$ cat src/rtl/alu_seq.sv
// Execute-stage ALU: logic/arithmetic ops finish in one cycle, logical shifts
// iterate one bit per cycle behind a start/busy/done handshake.
module alu_seq #(
  parameter int unsigned DATA_W  = 64,
  parameter int unsigned SHAMT_W = $clog2(DATA_W)
) (
  input  logic              clk,
  input  logic              rst,
  input  logic              start,
  input  logic [3:0]        alu_control,
  input  logic [DATA_W-1:0] alu_in_0,
  input  logic [DATA_W-1:0] alu_in_1,
  output logic              busy,
  output logic              done,
  output logic [DATA_W-1:0] alu_out,
  output logic              zero_flag,
  output logic              invalid_op
);

  localparam logic [3:0] OP_AND = 4'd0;
  localparam logic [3:0] OP_OR  = 4'd1;
  localparam logic [3:0] OP_ADD = 4'd2;
  localparam logic [3:0] OP_SLL = 4'd3;
  localparam logic [3:0] OP_SRL = 4'd4;
  localparam logic [3:0] OP_SUB = 4'd6;
  localparam logic [3:0] OP_SLT = 4'd7;

  typedef enum logic {IDLE, SHIFT} state_t;

  state_t              state_q, state_d;
  logic [DATA_W-1:0]   acc_q, acc_d;
  logic [SHAMT_W-1:0]  cnt_q, cnt_d;
  logic                left_q, left_d;
  logic [DATA_W-1:0]   out_q, out_d;
  logic                zero_q, zero_d;
  logic                inv_q, inv_d;
  logic                done_q, done_d;

  logic [SHAMT_W-1:0]  shamt;
  logic [DATA_W-1:0]   shifted;

  assign shamt   = alu_in_1[SHAMT_W-1:0];
  assign shifted = left_q ? (acc_q << 1) : (acc_q >> 1);

  // State and result registers
  always_ff @(posedge clk) begin
    if (rst) begin
      state_q <= IDLE;
      acc_q   <= '0;
      cnt_q   <= '0;
      left_q  <= 1'b0;
      out_q   <= '0;
      zero_q  <= 1'b0;
      inv_q   <= 1'b0;
      done_q  <= 1'b0;
    end else begin
      state_q <= state_d;
      acc_q   <= acc_d;
      cnt_q   <= cnt_d;
      left_q  <= left_d;
      out_q   <= out_d;
      zero_q  <= zero_d;
      inv_q   <= inv_d;
      done_q  <= done_d;
    end
  end

  // Next-state and result selection
  always_comb begin
    logic [DATA_W-1:0] res;
    logic              res_inv;
    logic              complete;

    state_d  = state_q;
    acc_d    = acc_q;
    cnt_d    = cnt_q;
    left_d   = left_q;
    out_d    = out_q;
    zero_d   = zero_q;
    inv_d    = inv_q;
    done_d   = 1'b0;
    res      = '0;
    res_inv  = 1'b0;
    complete = 1'b0;

    case (state_q)
      IDLE: begin
        if (start) begin
          complete = 1'b1;
          case (alu_control)
            OP_AND: res = alu_in_0 & alu_in_1;
            OP_OR:  res = alu_in_0 | alu_in_1;
            OP_ADD: res = alu_in_0 + alu_in_1;
            OP_SUB: res = alu_in_0 - alu_in_1;
            OP_SLT: res = ($signed(alu_in_0) < $signed(alu_in_1)) ? DATA_W'(1) : '0;
            OP_SLL, OP_SRL: begin
              if (shamt == '0) begin
                res = alu_in_0;
              end else begin
                complete = 1'b0;
                state_d  = SHIFT;
                acc_d    = alu_in_0;
                cnt_d    = shamt;
                left_d   = (alu_control == OP_SLL);
              end
            end
            default: begin
              res     = '0;
              res_inv = 1'b1;
            end
          endcase
          if (complete) begin
            out_d  = res;
            zero_d = (res == '0);
            inv_d  = res_inv;
            done_d = 1'b1;
          end
        end
      end
      SHIFT: begin
        acc_d = shifted;
        cnt_d = cnt_q - SHAMT_W'(1);
        // Last step: publish the shifted value directly from the shifter
        if (cnt_q == SHAMT_W'(1)) begin
          out_d   = shifted;
          zero_d  = (shifted == '0);
          inv_d   = 1'b0;
          done_d  = 1'b1;
          state_d = IDLE;
        end
      end
      default: state_d = IDLE;
    endcase
  end

  assign busy       = (state_q == SHIFT);
  assign done       = done_q;
  assign alu_out    = out_q;
  assign zero_flag  = zero_q;
  assign invalid_op = inv_q;

endmodule

$ cat config.mk
export PLATFORM = sky130hd
export DESIGN_NAME = alu_seq
export DESIGN_NICKNAME = d
export VERILOG_FILES = /design/src/rtl/alu_seq.sv
export SDC_FILE = /design/constraint.sdc
export NUM_CORES = 1
export LEC_CHECK = 0
export CAP_MARGIN = 10
export CORE_MARGIN = 4
export CORE_UTILIZATION = 38
export CTS_BUF_LIST = sky130_fd_sc_hd__clkbuf_8
export DETAILED_ROUTE_END_ITERATION = 12
export SYNTH_ARGS = -nofsm -noshare
export SYNTH_HDL_FRONTEND = slang
export SYNTH_SLANG_ARGS = --single-unit
$ cat constraint.sdc
create_clock -name clk -period 9.1 [get_ports clk]
set_clock_uncertainty 0.2 [all_clocks]
set_input_delay 2.275 -clock clk [delete_from_list [all_inputs] [get_ports clk]]
set_output_delay 2.275 -clock clk [all_outputs]
set_load 0.01 [all_outputs]
==> flow_metrics.env <==
export IMPL_outcome="finished clean"
export IMPL_firstDrtPassIters=6
export IMPL_numCtsBuffers=17
export IMPL_routed_wl_mm=108.5
export IMPL_crit_end="zero_flag"
export IMPL_cts_setup_buffers=0
export IMPL_ant_nets=0
export IMPL_ctsRootBufferMaster="clkbuf_8"
export IMPL_first_global_vias=22420
export IMPL_cts_resized=0
export IMPL_startpoint_type="primary input"
export IMPL_dieWidth_um=237.3
export IMPL_period_share=0.8500
export IMPL_hold_path_class="flip-flop to flip-flop"
export IMPL_wl_per_cell_um=29.40
export IMPL_r2r_end="zero_flag"
export IMPL_syn_inst=2931
export IMPL_p_per_area_nw_per_um2=109.0
export IMPL_ys_flop_type="dfxtp_1"
export IMPL_clk_pin_slew_ns=0.09
export IMPL_slew_headroom=0.07308
export IMPL_syn_nets=3282
export IMPL_pwr_share_clk=0.227
export IMPL_route_detailed_drc=0
export IMPL_arrival_ns=7.96
export IMPL_htree_levels=4
export IMPL_first_iter_violations=2869
export IMPL_holdBufCountCts=0
export IMPL_tightest_slew_ns=1.386
export IMPL_gp_congestion=1.027
export IMPL_power_switching_mw=1.155
export IMPL_ys_async_sr_fraction=0
export IMPL_pin_count=203
export IMPL_finalSetupViolCount=0
export IMPL_worstPathRequired_ns=9.32
export IMPL_detail_route_vias_per_cell=6.622
export IMPL_start_util=0.3863
export IMPL_maxCapViolCount=0
export IMPL_synth_edff_count=0
export IMPL_cp_startpoint="alu_in_1[5]"
export IMPL_cp_max_fo=9
export IMPL_syn_to_final_growth_pct=14.39
export IMPL_clockBufferDepth=2
export IMPL_grtUsageTotal=0.3624
export IMPL_syn_area_um2=19980
export IMPL_max_freq_ghz=0.1293
export IMPL_cp_end_kind="flip-flop"
export IMPL_clock_sinks=139
export IMPL_tritoncts="done"
export IMPL_core_um2=51720
export IMPL_ir_worst_vdd_mv=0.08117
export IMPL_crit_reg2reg_launch="busy"
export IMPL_power_total_mw=2.490
export IMPL_power_frac_seq=0.278
export IMPL_clock_latency_ns=0.49
export IMPL_yosysWarnings=0
export IMPL_rows=83
export IMPL_whs_ns=0.2571
export IMPL_io_buffers=202
export IMPL_dp_hpwl_mm=85.21
export IMPL_slew_viol_final=0
export IMPL_nNetsFinal=3348
export IMPL_worstSetupPathType="primary input to flip-flop"
export IMPL_grt_pass1_wl_mm=154.8
export IMPL_rsz0062_at_grt="no"
export IMPL_fin_util=0.4419
export IMPL_syn_area_per_cell_um2=6.816
export IMPL_rrSetupSlack_ns=5.07
export IMPL_grt_ovfl_total=0
export IMPL_antenna_found_initial=3
export IMPL_period_needed_ns=7.735
export IMPL_reg2reg_depth=11
export IMPL_dieArea_um2=56310
export IMPL_p_int_mw=1.335
export IMPL_p_leak_nw=9.324
export IMPL_drive_gt1_frac=0.04252
export IMPL_num_vias=24450
export IMPL_finalHoldViolCount=0
export IMPL_combPwrFrac=0.495
export IMPL_synth_seq_cells=139
export IMPL_synth_seq_area_share=0.1393
export IMPL_fin_area_um2=22850
export IMPL_final_setup_tns_ns=0
export IMPL_dpl_cell_area_um2=22430
export IMPL_p_sw_frac=0.4639
export IMPL_synth_cell_types=90
export IMPL_grt_max_degree=83
export IMPL_die_y_um=237.3
[worst min-delay path by stage]
stage                      startpoint     endpoint  slack (ns)  depth (start not counted)
after floorplan              acc_q[3]     acc_q[3]        0.26                          2
after global placement    alu_out[52]  alu_out[52]        0.24                          2
after detailed placement  alu_out[45]  alu_out[45]        0.24                          2
after CTS                 alu_out[45]  alu_out[45]        0.26                          2
after global routing      alu_out[17]  alu_out[17]        0.28                          2
final                     alu_out[43]  alu_out[43]        0.26                          2
[final cells by class]
| type | instances | area [um2] |
|---|---|---|
| Tap cell | 680 | 850.8 |
| Multi-Input combinational cell | 2334 | 15450 |
| Fill cell | 5357 | 28870 |
| Antenna cell | 2 | 5.005 |
| Clock buffer | 18 | 247.7 |
| Timing Repair Buffer | 245 | 2360 |
| Clock inverter | 14 | 168.9 |
| Inverter | 260 | 975.9 |
| Sequential cell | 139 | 2790 |
[state kept, by name, indices dropped and copies added, names as in the netlist]
register,count
alu_out,64
left_q,1
invalid_op,1
cnt_q,6
busy,1
done,1
zero_flag,1
acc_q,64
[cell usage in the layout (no fill, tap or decap), drive strengths merged, types with 39 or more instances in the layout]
master / count
nand4: 52
dfxtp: 139
a21oi: 280
a211oi: 63
o21ai: 165
nand3: 65
nor4: 67
a22oi: 39
clkdlybuf4s50: 199
inv: 263
nor3: 64
o211ai: 69
ha: 214
a31oi: 43
nor2: 233
mux2i: 108
nand2: 354
buf: 46
nor2b: 44
[Yosys cell counts (all sizes together) (12+ instances only)]
| cell type | n | area (um2) |
|---|---|---|
| nand2 | 354 | 1329 |
| a21oi | 280 | 1409 |
| inv | 258 | 968.4 |
| nor2 | 233 | 874.6 |
| ha | 214 | 2678 |
| o21ai | 165 | 825.8 |
| dfxtp | 139 | 2783 |
| clkbuf | 137 | 514.2 |
| mux2i | 108 | 1081 |
| o211ai | 69 | 518.0 |
| nor4 | 67 | 456.7 |
| nand3 | 65 | 325.3 |
| nor3 | 64 | 325.3 |
| a211oi | 63 | 473.0 |
| buf | 61 | 319.1 |
| nand4 | 52 | 325.3 |
| nor2b | 44 | 275.3 |
| a31oi | 43 | 269.0 |
| a22oi | 39 | 292.8 |
| o31ai | 37 | 277.8 |
| o211a | 30 | 300.3 |
| a311oi | 28 | 245.2 |
| a21o | 25 | 187.7 |
| o21a | 22 | 165.2 |
| o21bai | 21 | 157.7 |
| a211o | 17 | 148.9 |
| and2 | 17 | 106.4 |
| and3 | 17 | 106.4 |
| o311ai | 16 | 140.1 |
| a2111oi | 15 | 137.6 |
| or3 | 14 | 87.58 |
| o2111ai | 12 | 105.1 |
| o221ai | 12 | 105.1 |
| o31a | 12 | 105.1 |
[critical path, cell delays in order]
cell,delay (ns)
clkdlybuf4s50_1,0.71
inv_1,0.12
ha_1,0.46
nor2_1,0.29
nand3_1,0.23
a21oi_1,0.56
o21ai_1,0.28
a31oi_1,0.68
o211ai_1,0.33
nand2_1,0.17
nand2_1,0.13
a221oi_1,0.71
or4bb_1,0.55
nor4_1,0.26
a31o_1,0.19
[through the flow]
| stage | std cells | worst slack (ns) |
|---|---|---|
| finish | 3692 | 1.365 |
| global route | 3690 | 1.257 |
| CTS | 3690 | 1.618 |
| detailed placement | 3658 | 1.117 |
| global placement | 3658 | 1.079 |
| floorplan | 2931 | 3.343 |
[kinds of logic after synthesis]
group,Yosys count,share of synthesized area
compound gates,999,0.3354
mux,111,0.05580
xor+xnor,10,0.004384
fa+ha+maj,216,0.1360
flops,139,0.1393
buf+inv,458,0.09056
simple gates,998,0.2386
[per-layer routing]
layer  wire [um]  track usage
met1       47690       0.5197
met2       45400       0.5392
met3       10980      0.06892
met4        4469       0.1327
met5          16            0
[power groups by stage]
stage	clock, mW	combinational, mW	sequential [mW]
final	0.564	1.23	0.693
after floorplan	0	0.695	0.697
after global routing	0.589	1.30	0.698
after detailed placement	0	1.18	0.706
after global placement	0	1.18	0.704
after CTS	0.565	1.19	0.692
(Power assumes the default switching activity.)
